[src/rtl/log_seq_pkg.sv]
// Shared state encoding and default geometry for the sample-logging sequencer.
package log_seq_pkg;

    typedef enum logic [1:0] {
        ST_IDLE    = 2'd0,
        ST_ARMED   = 2'd1,
        ST_LOGGING = 2'd2,
        ST_DONE    = 2'd3
    } state_t;

    localparam int DEF_ADDR_W = 15;
    localparam int DEF_DEPTH  = 32000;
    localparam int DEF_DATA_W = 32;

endpackage

[src/rtl/log_rd_port.sv]
// Host read-back port: single-outstanding request, range/state rejection and
// a RD_LATENCY-deep pending pipeline that times the RAM data capture (RD_LATENCY >= 1).
module log_rd_port
    import log_seq_pkg::*;
#(
    parameter int ADDR_W     = DEF_ADDR_W,
    parameter int DEPTH      = DEF_DEPTH,
    parameter int DATA_W     = DEF_DATA_W,
    parameter int RD_LATENCY = 1
) (
    input  logic              clock,
    input  logic              i_reset,
    input  logic              i_host_ok,
    input  logic              i_rd_req,
    input  logic [ADDR_W-1:0] i_rd_addr,
    input  logic [DATA_W-1:0] i_ram_data,
    output logic              o_rd_en,
    output logic [ADDR_W-1:0] o_rd_addr,
    output logic [DATA_W-1:0] o_rd_data,
    output logic              o_rd_valid,
    output logic              o_rd_err,
    output logic              o_busy
);

    localparam logic [ADDR_W:0] DEPTH_LIM = (ADDR_W + 1)'(DEPTH);

    logic [RD_LATENCY:0] pipe_q;
    logic [ADDR_W-1:0]   addr_q;
    logic [DATA_W-1:0]   data_q;
    logic                err_q;
    logic                pending;
    logic                in_range;
    logic                accept;

    assign pending  = |pipe_q;
    assign in_range = {1'b0, i_rd_addr} < DEPTH_LIM;
    assign accept   = i_rd_req && i_host_ok && !pending && in_range;

    always_ff @(posedge clock) begin
        if (i_reset) begin
            pipe_q <= '0;
            addr_q <= '0;
            data_q <= '0;
            err_q  <= 1'b0;
        end else begin
            pipe_q <= {pipe_q[RD_LATENCY-1:0], accept};
            err_q  <= i_rd_req && !accept;
            if (accept)
                addr_q <= i_rd_addr;
            if (pipe_q[RD_LATENCY])
                data_q <= i_ram_data;
        end
    end

    // RAM data is forwarded in its valid cycle and held in data_q afterwards.
    assign o_rd_en    = pipe_q[0];
    assign o_rd_addr  = addr_q;
    assign o_rd_valid = pipe_q[RD_LATENCY];
    assign o_rd_data  = o_rd_valid ? i_ram_data : data_q;
    assign o_rd_err   = err_q;
    assign o_busy     = pending || accept;

endmodule

[src/rtl/log_sequencer.sv]
// Capture sequencer for the sample-logging BlockRAM: arm/trigger/log FSM,
// write address counter and host read-back port.
//
// state      | meaning
// ST_IDLE    | no capture; host reads allowed
// ST_ARMED   | capture armed, waiting for i_trigger
// ST_LOGGING | each valid sample written at o_count
// ST_DONE    | buffer full, o_done set; host reads allowed
module log_sequencer
    import log_seq_pkg::*;
#(
    parameter int ADDR_W     = DEF_ADDR_W,
    parameter int DEPTH      = DEF_DEPTH,
    parameter int DATA_W     = DEF_DATA_W,
    parameter int RD_LATENCY = 1
) (
    input  logic              clock,
    input  logic              i_reset,
    input  logic              i_arm,
    input  logic              i_abort,
    input  logic              i_trig_mode,
    input  logic              i_trigger,
    input  logic              i_sample_valid,
    output logic              o_wr_en,
    output logic [ADDR_W-1:0] o_wr_addr,
    input  logic              i_rd_req,
    input  logic [ADDR_W-1:0] i_rd_addr,
    output logic              o_rd_en,
    output logic [ADDR_W-1:0] o_rd_addr,
    input  logic [DATA_W-1:0] i_ram_data,
    output logic [DATA_W-1:0] o_rd_data,
    output logic              o_rd_valid,
    output logic              o_rd_err,
    output logic [1:0]        o_status,
    output logic              o_done,
    output logic [ADDR_W:0]   o_count
);

    localparam logic [ADDR_W:0] LAST_IDX = (ADDR_W + 1)'(DEPTH - 1);

    state_t          state_q, state_d;
    logic [ADDR_W:0] count_q, count_d;
    logic            done_q, done_d;
    logic            host_ok;
    logic            rd_busy;
    logic            arm_ok;
    logic            wr_en;

    assign host_ok = (state_q == ST_IDLE) || (state_q == ST_DONE);
    assign wr_en   = (state_q == ST_LOGGING) && i_sample_valid;
    // Arming is refused while a read is in flight so RAM ports never collide.
    assign arm_ok  = i_arm && !i_abort && !rd_busy;

    always_comb begin
        state_d = state_q;
        count_d = count_q;
        done_d  = done_q;
        case (state_q)
            ST_IDLE, ST_DONE: begin
                if (arm_ok) begin
                    count_d = '0;
                    done_d  = 1'b0;
                    state_d = i_trig_mode ? ST_ARMED : ST_LOGGING;
                end
            end
            ST_ARMED: begin
                if (i_abort)
                    state_d = ST_IDLE;
                else if (i_trigger)
                    state_d = ST_LOGGING;
            end
            ST_LOGGING: begin
                if (wr_en)
                    count_d = count_q + 1'b1;
                if (i_abort) begin
                    state_d = ST_IDLE;
                end else if (wr_en && (count_q == LAST_IDX)) begin
                    state_d = ST_DONE;
                    done_d  = 1'b1;
                end
            end
            default: state_d = ST_IDLE;
        endcase
    end

    always_ff @(posedge clock) begin
        if (i_reset) begin
            state_q <= ST_IDLE;
            count_q <= '0;
            done_q  <= 1'b0;
        end else begin
            state_q <= state_d;
            count_q <= count_d;
            done_q  <= done_d;
        end
    end

    log_rd_port #(
        .ADDR_W     (ADDR_W),
        .DEPTH      (DEPTH),
        .DATA_W     (DATA_W),
        .RD_LATENCY (RD_LATENCY)
    ) u_rd_port (
        .clock      (clock),
        .i_reset    (i_reset),
        .i_host_ok  (host_ok),
        .i_rd_req   (i_rd_req),
        .i_rd_addr  (i_rd_addr),
        .i_ram_data (i_ram_data),
        .o_rd_en    (o_rd_en),
        .o_rd_addr  (o_rd_addr),
        .o_rd_data  (o_rd_data),
        .o_rd_valid (o_rd_valid),
        .o_rd_err   (o_rd_err),
        .o_busy     (rd_busy)
    );

    assign o_wr_en   = wr_en;
    assign o_wr_addr = count_q[ADDR_W-1:0];
    assign o_status  = state_q;
    assign o_done    = done_q;
    assign o_count   = count_q;

endmodule

[config.mk]
export PLATFORM = sky130hd
export DESIGN_NAME = log_sequencer
export DESIGN_NICKNAME = d
export VERILOG_FILES = /design/src/rtl/log_seq_pkg.sv /design/src/rtl/log_rd_port.sv /design/src/rtl/log_sequencer.sv
export SDC_FILE = /design/constraint.sdc
export NUM_CORES = 1
export LEC_CHECK = 0
export ABC_AREA = 1
export BUFFER_PORTS_ARGS = -buffer_cell sky130_fd_sc_hd__buf_2
export CORE_MARGIN = 3
export CORE_UTILIZATION = 47
export CTS_CLUSTER_DIAMETER = 80
export CTS_CLUSTER_SIZE = 30
export DETAILED_ROUTE_END_ITERATION = 16
export GPL_ROUTABILITY_DRIVEN = 0
export PLACE_DENSITY = 0.78
export RECOVER_POWER = 25
export SKIP_CTS_REPAIR_TIMING = 1
export SLEW_MARGIN = 20
export SYNTH_ARGS = -nofsm -noshare
export SYNTH_HDL_FRONTEND = slang
export SYNTH_SLANG_ARGS = --single-unit
[constraint.sdc]
create_clock -name clock -period 1.9 [get_ports clock]
set_clock_uncertainty 0.2 [all_clocks]
set_input_delay 0.19 -clock clock [delete_from_list [all_inputs] [get_ports clock]]
set_output_delay 0.19 -clock clock [all_outputs]
set_load 0.05 [all_outputs]
==> results of run 1 <==
==> stage by stage <==
stage,cell area (µm²),setup WS (ps),std cells
finish,4670,60.9,718
global route,4670,-25.3,718
CTS,4110,-41.4,669
detailed placement,3860,48.2,653
global placement,3860,132,653
floorplan,3170,-17.5,456
==> state kept, by name, summed over array words and instances (netlist names) <==
name                 cells
o_status                 2
o_count                 16
u_rd_port.data_q        32
u_rd_port.o_rd_addr     15
u_rd_port.pipe_q         2
o_done                   1
u_rd_port.o_rd_err       1
==> power groups by stage <==
| stage | Sequential [W] | Clock (W) | Combinational, W |
|---|---|---|---|
| floorplan | 0.00219 | 0 | 0.00131 |
| global placement | 0.00174 | 0 | 0.00226 |
| detailed placement | 0.00175 | 0 | 0.00231 |
| CTS | 0.00172 | 0.00150 | 0.00231 |
| global route | 0.00174 | 0.00156 | 0.00271 |
| finish | 0.00172 | 0.00147 | 0.00254 |
==> final timing paths <==
check | to | slack (ps) | cells after the start
hold / removal | u_rd_port.o_rd_addr[14]$_SDFFE_PP0P_ | -50 | 3
setup / recovery | o_rd_data[20] | 60 | 5
hold reg to reg | u_rd_port.data_q[29]$_SDFF_PP0_ | 270 | 2
setup reg to reg | o_count[7]$_SDFFE_PP0P_ | 90 | 9
==> synthesized netlist by cell type (all sizes together) (3+ instances only) <==
cell type / count / area (µm²)
dfxtp: 69 / 1380
inv: 30 / 115
nand3: 11 / 60.1
nand4: 8 / 50.1
buf: 20 / 155
nor3: 5 / 25.0
clkbuf: 13 / 48.8
nor2: 73 / 292
ha: 3 / 37.5
o21ai: 23 / 123
nand2: 152 / 591
a21oi: 44 / 220
==> kinds of logic (layout without fill, tap and decap cells) <==
kind of cell	Yosys count	after routing
and+or+nand+nor	250	250
AOI/OAI and AO/OA	70	70
DFF	69	69
buffers and inverters	64	249
adders and majority gates	3	3
==> area by class of cell <==
class / count / area share, %
clock buffers: 11 / 3.03
clock inverters: 5 / 2.25
inverters: 31 / 2.74
multi-input cells: 323 / 31.6
flip-flops and latches: 69 / 29.8
well taps: 77 / 2.06
repair buffers: 201 / 28.3
repair inverters: 1 / 0.107
==> per-layer routing <==
metal	vias to the layer above	track usage (%)
li1	1788	-
met1	1578	24.0
met2	142	34.2
met3	20	4.61
met4	0	8.65
met5	-	0
==> worst min-delay path, stage by stage <==
cell	delay [ps]
buf_2	90
o21ai_0	80
nor2_1	90
==> metrics.txt, run 1 <==
switch share=41.8%; Critical Path Max Stage Delay=340 ps; post-synthesis cell type count=28; Setup Total Neg Slack=0 ps; Mapped Area=0.00313 mm²; mux cell area share after synthesis=0%; CP max-delay cell=dfxtp_2; Filler cells=500; clock power share=25.7%; Seq/Total Area, Yosys=44.1%; Synth Instances=456; Synth Register Bits=69; Net Switching=0.00239 W; data required time of the critical path=1510 ps; min Tclk post-route=1840 ps; sequential power share=30.0%; Clock transition at path regs=70 ps; largest net degree at the start of global routing=41; Final Util=73.1%; Hold Fails Final Rpt=2; number of max-cap violations=0; initial drt markers=140; FMAX=544 MHz; Rows=29; PD cells=1230 mW/mm²; EDFF count, synth=0; ys async rst share=0%; syn nets=514; First-pass DRT Iterations=5; Die Width=87.6 µm; first-pass GRT wire length=12,200 µm; metal2 WL=4730 µm; Crit path top cell by count=nand2_1; die area=0.00768 mm²; Critical Path Start=u_rd_port.pipe_q[1]$_SDFF_PP0_; synth-to-layout area growth=49.0%; clock sink count=69; Detail Route met3 WL=645 µm; initial antenna violation count=0; io pins=140; CP top delay family=buffers and inverters; min-delay worst type=input pin to register; CTS Root Cell=clkbuf_8; largest family of logic cells by synthesized area=simple AND/OR/NAND/NOR gates; most frequent cells in the layout=146 x nand2_1, 128 x buf_2, 67 x nor2_1; simple-gate area share of the yosys netlist=32.7%; Clock Path Buffers=2; Post-Synth Adder-Cell Area=1.20%; critical path, cell by cell=inv_4, buf_6, nand2_1, nand2_1, buf_2; total chip power=0.00573 W; maximum fanout along the worst path=32; Worst setup EP type=output pin; FF-to-FF Start=o_status[0]$_SDFFE_PP0P_; status=finished, violations left; htree depth=3; period utilization=96.8%; via count=3,528; Slew Viols, Final=0; CTS tree=built; Die Height=87.6 µm; Worst EP arrival=1450 ps; initial core utilization=49.0%; Post-DRT Antenna Nets=0; Reg area=0.00139 mm²; synthesized area per cell=6.87 µm²; final wirelength=9120 µm; Highest Signal Layer=met4; Internal Power=0.00334 W; Met1 Wirelength=3510 µm; compound-cell area share of the yosys netlist=11.6%; Peak VDD IR=1.10 mV; aggregate global-route resource usage=20.0%; Worst setup SP type=register; core box area=0.00639 mm²; Worst Hold Margin=-53.0 ps; fin nets=694; CTS Buf Count=9; total gr overflow=0; Worst Tran Pin Value=601 ps; Hold Startpoint=i_rd_addr[14]; main flop type after synthesis=dfxtp_1; Final Setup Violations=0; CP Class=register to output pin; vias in the first global route=2,912; failing checks=negative hold slack; Skew-Pair Late Insertion Delay=340 ps; area of the multi-input gates=0.00148 mm²; Final HPWL DP=5760 µm; commonest non-fill, non-tap cell in the layout=nand2_1; Rel. slew slack=60.1%; Avg Vias per Cell=4.91; share of layout cells above drive strength 1=30.6%; part of the power in combinational logic=44.3%; post-synthesis xor/xnor area fraction=0%; static leakage=2.35 nW; # diodes=0; Remaining DRCs=0; Ys Warns=0; port buffer count=139; CP bufs+invs=3; Avg WL per Cell=12.7 µm
(Power assumes the default switching activity.)
==> run 2: changes to the inputs <==
CORE_MARGIN = 5   (was 3)
==> metrics.txt, run 2 (same netlist as run 1, synthesis figures left out) <==
status=finished, violations left; failing checks=negative hold slack; CP bufs+invs=3; io pins=140; die area=0.00839 mm²; Most flops, register=u_rd_port.data_q; core box area=0.00642 mm²; Critical Path Max Stage Delay=360 ps; Worst EP arrival=1860 ps; htree depth=3; Final HPWL DP=6060 µm; FF-to-FF Start=o_status[0]$_SDFFE_PP0P_; period utilization=96.9%; Final Util=71.2%; setup ws final=59.1 ps; worst reg-to-reg path cell count=8; Crit path depth=8; first-pass GRT wire length=12,900 µm; Clock Path Buffers=2; metal2 WL=4780 µm; Avg Vias per Cell=4.87; Detail Route met3 WL=570 µm; Hold Path End=o_status[0]$_SDFFE_PP0P_; CTS Root Cell=clkbuf_8; via count=3,518; total gr overflow=0; vias in the first global route=3,012; Worst Tran Pin Value=642 ps; Avg WL per Cell=12.7 µm; min-delay worst type=input pin to register; Rel. slew slack=57.2%; critical path, cell by cell=inv_2, ha_4, inv_1, o21ai_2, nand3_2, buf_4, nor3_1, nor2_2; Final Setup Violations=0; CTS Buf Count=9; static leakage=2.25 nW; PD cells=1130 mW/mm²; commonest non-fill, non-tap cell in the layout=nand2_1; largest net degree at the start of global routing=33; Hold Fails Final Rpt=1; most frequent cells in the layout=147 x nand2_1, 109 x buf_2, 67 x nor2_1; Setup Total Neg Slack=0 ps; Met1 Wirelength=3660 µm; max reg flops=32; pre-CTS WS=74.4 ps; CTS tree=built; Clock transition at path regs=80 ps; reg2reg setup slack=60 ps; final wirelength=9210 µm; initial core utilization=48.7%; Highest Signal Layer=met4; share of layout cells above drive strength 1=27.3%; Hold Startpoint=i_trig_mode; CP Class=register to register; CP max-delay cell=dfxtp_4; Peak VDD IR=1.07 mV; initial antenna violation count=0; maximum fanout along the worst path=9; Die Width=91.6 µm; unrepaired setup endpoints after global routing=yes; clock sink count=69; Rows=29; min Tclk post-route=1840 ps; port buffer count=139; Slew Viols, Final=0; FF-to-FF End=o_count[6]$_SDFFE_PP0P_; fin nets=698; First-pass DRT Iterations=4; Remaining DRCs=0; initial drt markers=105; Worst Hold Margin=-6.21 ps; WHS Path Cells=5; Post-DRT Antenna Nets=0; Worst setup SP type=register; aggregate global-route resource usage=18.4%; Skew-Pair Late Insertion Delay=330 ps; synth-to-layout area growth=46.0%; Worst setup EP type=register; data required time of the critical path=1920 ps; number of max-cap violations=0; CP top delay family=simple AND/OR/NAND/NOR gates; Die Height=91.6 µm; FMAX=543 MHz
## run 2: changes by cell type in the layout (fill, tap and decap cells not counted), moves of 2 or more
| cell | before | now |
|---|---|---|
| clkbuf_1 | 3 | 23 |
| bufinv_16 | 3 | 0 |
| buf_4 | 9 | 13 |
| clkinv_2 | 1 | 5 |
| buf_6 | 6 | 2 |
| buf_2 | 128 | 109 |
| dlygate4sd3_1 | 47 | 49 |
## run 2: area by class of cell
type | count | area, µm²
Antenna cell | 1 | 2.50
Sequential cell | 69 | 1400
Fill cell | 535 | 1850
Multi-Input combinational cell | 323 | 1460
Clock buffer | 11 | 131
Inverter | 31 | 128
Timing Repair inverter | 1 | 5.00
Timing Repair Buffer | 205 | 1330
Clock inverter | 5 | 28.8
Tap cell | 77 | 96.3
## run 2: metrics by stage
stage	power [W]	cell area [µm²]	hold slack [ps]	cells
4_1_cts	0.00507	4040	-106	672
3_3_place_gp	0.00403	3880	237	656
2_1_floorplan	0.00349	3170	118	456
6_report	0.00517	4570	-6.21	723
5_1_grt	0.00547	4570	42.9	722
3_5_place_dp	0.00407	3880	248	656
## run 2: how the worst max path moves through the flow
stage / startpoint / to / slack (ps)
final: o_status[0]$_SDFFE_PP0P_ / o_count[6]$_SDFFE_PP0P_ / 60
after global routing: i_rd_addr[9] / o_count[14]$_SDFFE_PP0P_ / -60
after CTS: u_rd_port.pipe_q[1]$_SDFF_PP0_ / o_rd_data[24] / -90
after detailed placement: o_status[0]$_SDFFE_PP0P_ / u_rd_port.o_rd_addr[7]$_SDFFE_PP0P_ / 70
after global placement: o_status[0]$_SDFFE_PP0P_ / u_rd_port.o_rd_addr[0]$_SDFFE_PP0P_ / 150
after floorplan: o_status[0]$_SDFFE_PP0P_ / o_status[0]$_SDFFE_PP0P_ / -20
## run 2: worst reg2reg max path: stages, from the launching register on
cell     delay, ps
dfxtp_4        360
inv_2           50
ha_4           270
inv_1           60
o21ai_2        160
nand3_2        140
buf_4          200
nor3_1         230
nor2_2          70
## run 2: layer usage
metal | vias to the layer above | track usage, %
li1 | 1808 | -
met1 | 1559 | 21.3
met2 | 128 | 33.2
met3 | 23 | 4.17
met4 | 0 | 6.28
met5 | - | 0
## run 2: report_power, final
group | internal (W) | total [W] | switching [W]
combinational | 0.000732 | 0.00244 | 0.00170
sequential | 0.00163 | 0.00173 | 0.0000957
clock | 0.000468 | 0.00100 | 0.000533
